<file path="config.mk">
export PLATFORM = sky130hd
export DESIGN_NAME = uart_tx_cfg
export DESIGN_NICKNAME = d
export VERILOG_FILES = /design/src/rtl/uart_pkg.sv /design/src/rtl/uart_tx_fifo.sv /design/src/rtl/uart_tx_cfg.sv
export SDC_FILE = /design/constraint.sdc
export NUM_CORES = 1
export LEC_CHECK = 0
export ABC_CLOCK_PERIOD_IN_PS = 2430
export CELL_PAD_IN_SITES_DETAIL_PLACEMENT = 2
export CELL_PAD_IN_SITES_GLOBAL_PLACEMENT = 2
export CORE_MARGIN = 1.5
export CORE_UTILIZATION = 38
export CTS_CLUSTER_DIAMETER = 150
export CTS_CLUSTER_SIZE = 16
export DETAILED_ROUTE_END_ITERATION = 10
export PLACE_DENSITY = 0.85
export SYNTH_ARGS = -nofsm -noshare
export SYNTH_HDL_FRONTEND = slang
export SYNTH_HIERARCHICAL = 1
export SYNTH_SLANG_ARGS = --single-unit
</file>
<file path="constraint.sdc">
create_clock -name i_Clock -period 2.43 [get_ports i_Clock]
set_clock_uncertainty 0.05 [all_clocks]
set_input_delay 0.6075 -clock i_Clock [delete_from_list [all_inputs] [get_ports i_Clock]]
set_output_delay 0.6075 -clock i_Clock [all_outputs]
set_load 0.01 [all_outputs]
</file>
<file path="src/rtl/uart_pkg.sv">
// Shared definitions for the configurable UART transmitter: FSM encoding, parity-mode codes
// and the parity helper.
package uart_pkg;

  typedef enum logic [2:0] {
    StIdle   = 3'd0,
    StStart  = 3'd1,
    StData   = 3'd2,
    StParity = 3'd3,
    StStop   = 3'd4
  } tx_state_e;

  localparam logic [1:0] PAR_NONE = 2'b00;
  localparam logic [1:0] PAR_EVEN = 2'b01;
  localparam logic [1:0] PAR_ODD  = 2'b10;
  localparam logic [1:0] PAR_MARK = 2'b11;

  localparam int unsigned MaxDataBits = 9;

  // Data is zero-padded to MaxDataBits by the caller; padding does not change the XOR.
  function automatic logic parity_bit(input logic [1:0] mode,
                                      input logic [MaxDataBits-1:0] data);
    case (mode)
      PAR_EVEN: return ^data;
      PAR_ODD:  return ~^data;
      PAR_MARK: return 1'b1;
      default:  return 1'b0;
    endcase
  endfunction

endpackage

</file>
<file path="src/rtl/uart_tx_fifo.sv">
// Synchronous show-ahead FIFO with occupancy count; push while full and pop while empty are
// ignored.
module uart_tx_fifo #(
  parameter int unsigned Depth = 4,
  parameter int unsigned Width = 8
) (
  input  logic                     clk_i,
  input  logic                     rst_ni,
  input  logic                     push_i,
  input  logic [Width-1:0]         wdata_i,
  input  logic                     pop_i,
  output logic [Width-1:0]         rdata_o,
  output logic [$clog2(Depth):0]   count_o,
  output logic                     full_o,
  output logic                     empty_o
);

  localparam int unsigned PtrW = $clog2(Depth);
  localparam int unsigned CntW = PtrW + 1;

  logic [Width-1:0] mem_q [Depth];
  logic [PtrW-1:0]  wr_ptr_q, wr_ptr_d;
  logic [PtrW-1:0]  rd_ptr_q, rd_ptr_d;
  logic [CntW-1:0]  count_q, count_d;
  logic             push_ok, pop_ok;

  assign full_o  = (count_q == CntW'(Depth));
  assign empty_o = (count_q == '0);
  assign count_o = count_q;
  assign rdata_o = mem_q[rd_ptr_q];

  always_comb begin
    push_ok  = push_i && !full_o;
    pop_ok   = pop_i && !empty_o;
    wr_ptr_d = push_ok ? wr_ptr_q + PtrW'(1) : wr_ptr_q;
    rd_ptr_d = pop_ok ? rd_ptr_q + PtrW'(1) : rd_ptr_q;
    count_d  = count_q;
    case ({push_ok, pop_ok})
      2'b10:   count_d = count_q + CntW'(1);
      2'b01:   count_d = count_q - CntW'(1);
      default: count_d = count_q;
    endcase
  end

  always_ff @(posedge clk_i or negedge rst_ni) begin
    if (!rst_ni) begin
      wr_ptr_q <= '0;
      rd_ptr_q <= '0;
      count_q  <= '0;
      for (int i = 0; i < int'(Depth); i++) begin
        mem_q[i] <= '0;
      end
    end else begin
      wr_ptr_q <= wr_ptr_d;
      rd_ptr_q <= rd_ptr_d;
      count_q  <= count_d;
      if (push_ok) begin
        mem_q[wr_ptr_q] <= wdata_i;
      end
    end
  end

endmodule

</file>
<file path="src/rtl/uart_tx_cfg.sv">
// Configurable UART transmitter: FIFO-fed, LSB first, optional parity, 1 or 2 stop bits,
// back-to-back frames. Serial, active and done are registered from the current FSM state.
module uart_tx_cfg
  import uart_pkg::*;
#(
  parameter int unsigned CLKS_PER_BIT = 87,
  parameter int unsigned DATA_BITS    = 8,
  parameter int unsigned STOP_BITS    = 1,
  parameter int unsigned FIFO_DEPTH   = 4
) (
  input  logic                          i_Clock,
  input  logic                          i_Rst_L,
  input  logic                          i_Tx_DV,
  input  logic [DATA_BITS-1:0]          i_Tx_Byte,
  input  logic [1:0]                    i_Parity_Mode,
  output logic                          o_Tx_Ready,
  output logic                          o_Tx_Overflow,
  output logic [$clog2(FIFO_DEPTH):0]   o_Fifo_Count,
  output logic                          o_Tx_Active,
  output logic                          o_Tx_Serial,
  output logic                          o_Tx_Done
);

  localparam int unsigned ClkW  = $clog2(CLKS_PER_BIT);
  localparam int unsigned BitW  = $clog2(DATA_BITS);
  localparam int unsigned StopW = $clog2(STOP_BITS * CLKS_PER_BIT);

  localparam logic [ClkW-1:0]  ClkLast  = ClkW'(CLKS_PER_BIT - 1);
  localparam logic [BitW-1:0]  BitLast  = BitW'(DATA_BITS - 1);
  localparam logic [StopW-1:0] StopLast = StopW'(STOP_BITS * CLKS_PER_BIT - 1);

  tx_state_e             state_q, state_d;
  logic [ClkW-1:0]       clk_cnt_q, clk_cnt_d;
  logic [BitW-1:0]       bit_idx_q, bit_idx_d;
  logic [StopW-1:0]      stop_cnt_q, stop_cnt_d;
  logic [DATA_BITS-1:0]  shift_q, shift_d;
  logic [1:0]            mode_q, mode_d;
  logic                  serial_q, serial_d;
  logic                  active_q, active_d;
  logic                  overflow_q, overflow_d;
  logic                  last_stop_q;
  logic                  done_q;

  logic                   fifo_pop, fifo_full, fifo_empty, load, stop_end;
  logic [DATA_BITS-1:0]   fifo_rdata;
  logic [MaxDataBits-1:0] par_data;

  uart_tx_fifo #(
    .Depth (FIFO_DEPTH),
    .Width (DATA_BITS)
  ) u_fifo (
    .clk_i   (i_Clock),
    .rst_ni  (i_Rst_L),
    .push_i  (i_Tx_DV),
    .wdata_i (i_Tx_Byte),
    .pop_i   (fifo_pop),
    .rdata_o (fifo_rdata),
    .count_o (o_Fifo_Count),
    .full_o  (fifo_full),
    .empty_o (fifo_empty)
  );

  assign o_Tx_Ready    = !fifo_full;
  assign o_Tx_Overflow = overflow_q;
  assign o_Tx_Active   = active_q;
  assign o_Tx_Serial   = serial_q;
  assign o_Tx_Done     = done_q;

  always_comb begin
    state_d    = state_q;
    clk_cnt_d  = clk_cnt_q;
    bit_idx_d  = bit_idx_q;
    stop_cnt_d = stop_cnt_q;
    shift_d    = shift_q;
    mode_d     = mode_q;
    fifo_pop   = 1'b0;
    load       = 1'b0;
    stop_end   = 1'b0;
    case (state_q)
      StIdle: load = !fifo_empty;
      StStart: begin
        if (clk_cnt_q == ClkLast) begin
          clk_cnt_d = '0;
          bit_idx_d = '0;
          state_d   = StData;
        end else begin
          clk_cnt_d = clk_cnt_q + ClkW'(1);
        end
      end
      StData: begin
        if (clk_cnt_q == ClkLast) begin
          clk_cnt_d = '0;
          if (bit_idx_q == BitLast) begin
            stop_cnt_d = '0;
            state_d    = (mode_q == PAR_NONE) ? StStop : StParity;
          end else begin
            bit_idx_d = bit_idx_q + BitW'(1);
          end
        end else begin
          clk_cnt_d = clk_cnt_q + ClkW'(1);
        end
      end
      StParity: begin
        if (clk_cnt_q == ClkLast) begin
          clk_cnt_d  = '0;
          stop_cnt_d = '0;
          state_d    = StStop;
        end else begin
          clk_cnt_d = clk_cnt_q + ClkW'(1);
        end
      end
      StStop: begin
        if (stop_cnt_q == StopLast) begin
          stop_end   = 1'b1;
          stop_cnt_d = '0;
          state_d    = StIdle;
          load       = !fifo_empty;
        end else begin
          stop_cnt_d = stop_cnt_q + StopW'(1);
        end
      end
      default: state_d = StIdle;
    endcase
    // Pop from idle or straight out of the last stop cycle, so queued frames have no gap.
    if (load) begin
      fifo_pop  = 1'b1;
      shift_d   = fifo_rdata;
      mode_d    = i_Parity_Mode;
      clk_cnt_d = '0;
      state_d   = StStart;
    end
  end

  always_comb begin
    par_data                  = '0;
    par_data[DATA_BITS-1:0]   = shift_q;
    case (state_q)
      StStart:  serial_d = 1'b0;
      StData:   serial_d = shift_q[bit_idx_q];
      StParity: serial_d = parity_bit(mode_q, par_data);
      default:  serial_d = 1'b1;
    endcase
    active_d   = (state_q != StIdle);
    overflow_d = i_Tx_DV && fifo_full;
  end

  always_ff @(posedge i_Clock or negedge i_Rst_L) begin
    if (!i_Rst_L) begin
      state_q     <= StIdle;
      clk_cnt_q   <= '0;
      bit_idx_q   <= '0;
      stop_cnt_q  <= '0;
      shift_q     <= '0;
      mode_q      <= PAR_NONE;
      serial_q    <= 1'b1;
      active_q    <= 1'b0;
      overflow_q  <= 1'b0;
      last_stop_q <= 1'b0;
      done_q      <= 1'b0;
    end else begin
      state_q     <= state_d;
      clk_cnt_q   <= clk_cnt_d;
      bit_idx_q   <= bit_idx_d;
      stop_cnt_q  <= stop_cnt_d;
      shift_q     <= shift_d;
      mode_q      <= mode_d;
      serial_q    <= serial_d;
      active_q    <= active_d;
      overflow_q  <= overflow_d;
      // Serial lags the FSM by one cycle, so done needs two stages to follow the line.
      last_stop_q <= stop_end;
      done_q      <= last_stop_q;
    end
  end

endmodule
</file>
==> metrics.md <==
| Metric | Value |
|---|---|
| Status | finished clean |
| Routability cong. | 0.766 |
| Clk root buf | clkbuf_8 |
| Post-synth EDFFs | 0 |
| Vias/cell | 5.17 |
| Setup crit end kind | flop |
| RSZ-0062 raised after global routing | true |
| Most area-hungry cell type in the Yosys netlist | dfrtp_1 |
| P_leak | 1.91 nW |
| Nets@finish | 353 |
| Mapped Area | 0.00369 mm2 |
| Required @ worst endpoint | 2.66 ns |
| Cell count along the critical path | 11 |
| Footprint of the multi-input gates | 0.00176 mm2 |
| Worst Hold Slack | 0.213 ns |
| Starting DRT DRC Count | 64 |
| R2R Setup Slk | 0.07 ns |
| Final Cycle Share | 97.0% |
| Ys Warns | 6 |
| Area Overhead vs Synth | 20.1% |
| CTS Buffer Depth | 2 |
| Sequential-to-total area share from yosys stat | 50.2% |
| H-Tree Depth | 3 |
| Syn_nets | 311 |
| Synth area leaders | dfrtp_1, mux2_2, mux4_2 |
| Largest net degree at the start of global routing | 75 |
| Met1 Wirelength | 3780 um |
| Final WL | 9130 um |
| Synth top area share | 49.4% |
| Total die area | 0.0103 mm2 |
| Top delay family on crit path | simple AND/OR/NAND/NOR gates |
| Clk_lat worst skew | 0.35 ns |
| Top Layer Used | met4 |
| Final HPWL DP | 6100 um |
| Drt first pass iters | 4 |
| Minimum clock period | 2.36 ns |
| Register area | 0.00185 mm2 |
| Syn Inst Count | 286 |
| HP Class | primary input to asynchronous set/reset pin |
| I/O Pins | 21 |
| Reg2Reg Depth | 11 |
| Worst Tran Pin Value | 0.633 ns |
| Post-DP Area | 0.00415 mm2 |
| Pwr Total | 0.00570 W |
| Die W | 102 um |
| DR WL met3 | 150 um |
| Startpoint Class | flop |
| Kind of critical path | flop to flop |
| Die Height | 102 um |
| Port Buf Inserts | 20 |
| Post-CTS Hold Buffers | 0 |
| First-pass GRT wire length | 15200 um |
| Gr usage total | 19.9% |
| Final Setup Violations | 0 |
| Layout cell share with drive strength beyond 1 | 32.4% |
| FILL cells | 918 |
| TritonCTS clock tree | yes |
| Crit-path most repeated cell | xor2_1 |
| Routed Antenna Nets | 0 |
| Vias in the first global route | 2773 |
| # clock sinks | 74 |
| Buf+Inv Stages, Crit Path | 2 |
| WL/cell | 19.8 um |
| Max incr delay on CP | 0.41 ns |
| Setup crit start | stop_cnt_q[5] |
| Max Slew Vio Count | 0 |
| N_diodes | 0 |
| Critical path destination | u_fifo/count_o[2] |
| Synthesis-stage register bit count | 74 |
| Vias post-DR | 2388 |
| Rows | 35 |
| Reg clk slew, reported paths | 0.08 ns |
| Critical-path maximum fanout | 4 |
| Total grt overflow | 0 |
| WL met2 | 5090 um |
| Synth Area per Inst | 12.9 um2 |
| Final Hold Fails | 0 |
| Synth unique cells | 50 |
| Asr flop ratio synth | 100% |
| Reg-to-Reg Start | stop_cnt_q[5] |
| Max Cap Violations | 0 |
| Worst EP arrival | 2.59 ns |
| Worst path cell trace | and4bb_1, nand3_2, a21bo_1, inv_2, o31a_4, ha_4, inv_4, fa_2, xor2_1, nor2_1, xor2_1 |
| Pwr dens | 1280 mW/mm2 |
| Main synth FF type | dfrtp_1 |
| Highest Clock Rate | 424 MHz |
| Maximum VDD drop | 0.000480 V |
| Initial Utilization | 39.6% |
| DR DRC count | 0 |
| Initial antenna violation count | 0 |
| Relative slew slack | 57.8% |
| Slowest CP cell | dfrtp_1 |
| Number of buffers created by CTS | 9 |
| RR Endpoint | u_fifo/count_o[2] |
| Fin area | 0.00444 mm2 |
| Placeable Area | 0.00933 mm2 |
[through the flow]
step	util, %	cells	TNS, ns	setup WS [ns]
after global placement	44.5	441	0	0.0621
final	47.6	462	0	0.0727
after CTS	47.4	461	-0.00562	-0.00562
after global routing	47.6	462	-0.0343	-0.0343
after floorplan	-	286	0	0.000294
after detailed placement	44.5	441	-0.0329	-0.0329
[cells by family after synthesis]
logic type | synth area share, %
compound gates | 6.20
buf+inv | 3.15
fa+ha+maj | 4.27
mux | 22.0
flops | 50.2
simple gates | 10.7
xor+xnor | 3.56
[cells in the final DEF (no fill, tap or decap), drive strengths merged, types with 2 or more instances in the layout]
cell and n:
dfrtp 73, mux2 46, buf 20, nand2 19, clkdlybuf4s50 18, inv 17
nor2 14, o21ai 13, xnor2 12, ha 11, mux4 10, clkbuf 10
nor3 8, nor3b 6, mux2i 5, a21o 5, and3 4, nand3 4
or3 3, a31oi 3, a21oi 3, bufinv 3, xor2 3, nand4 2
o31ai 2, o22ai 2, clkinv 2
[cell usage after synthesis, types with 4 or more instances]
| library cell | n |
|---|---|
| mux2_4 | 5 |
| xnor2_1 | 12 |
| and3_2 | 4 |
| inv_1 | 16 |
| mux4_2 | 10 |
| ha_1 | 11 |
| nor3b_1 | 5 |
| o21ai_1 | 11 |
| nor3_1 | 7 |
| a21o_1 | 5 |
| nor2_2 | 4 |
| mux2i_1 | 5 |
| nand2_1 | 18 |
| nor2_1 | 9 |
| dfrtp_1 | 73 |
| mux2_1 | 7 |
| mux2_2 | 34 |
[timing repair]
action | CTS | global route
pin swaps | 3 | 2
resized for setup | 1 | 3
buffers inserted | 4 | 1
setup endpoints to repair | 2 | 2
[sequential cells by signal, indices dropped and copies added (netlist names), 2 cells and up]
register,flops
bit_idx_q,3
clk_cnt_q,7
mode_q,2
shift_q,8
state_q,3
stop_cnt_q,7
u_fifo/count_o,3
u_fifo/mem_q,32
u_fifo/rd_ptr_q,2
u_fifo/wr_ptr_q,2
[power by group]
group	leakage (nW)	switching (W)	total (W)	internal, W
registers	0.919	0.000413	0.00214	0.00172
clock network	0.117	0.000489	0.00117	0.000686
logic	0.876	0.00103	0.00239	0.00136
total	1.91	0.00193	0.00570	0.00377
[worst min path at each step]
stage | from | end | slack [ns] | cells past startpoint
after floorplan | i_Rst_L | bit_idx_q[0] | 0.26 | 0
after global placement | last_stop_q | o_Tx_Done | 0.28 | 0
after detailed placement | last_stop_q | o_Tx_Done | 0.29 | 0
after CTS | i_Rst_L | stop_cnt_q[0] | 0.22 | 2
after global routing | i_Rst_L | stop_cnt_q[2] | 0.23 | 2
final | i_Rst_L | stop_cnt_q[0] | 0.21 | 2
[layout make-up]
| type | instances | share of cell area [%] |
|---|---|---|
| Tap cell | 129 | 3.64 |
| Sequential cell | 74 | 41.8 |
| Multi-Input combinational cell | 187 | 39.6 |
| Timing Repair Buffer | 39 | 8.01 |
| Clock inverter | 6 | 2.59 |
| Clock buffer | 10 | 2.88 |
| Inverter | 17 | 1.49 |
[metal layers]
| metal | vias to the layer above | global-route usage [%] |
|---|---|---|
| li1 | 1098 | - |
| met5 | - | 0 |
| met1 | 1250 | 23.2 |
| met2 | 30 | 36.9 |
| met3 | 10 | 3.59 |
| met4 | 0 | 6.52 |
Power figures use the tool's default switching activity.
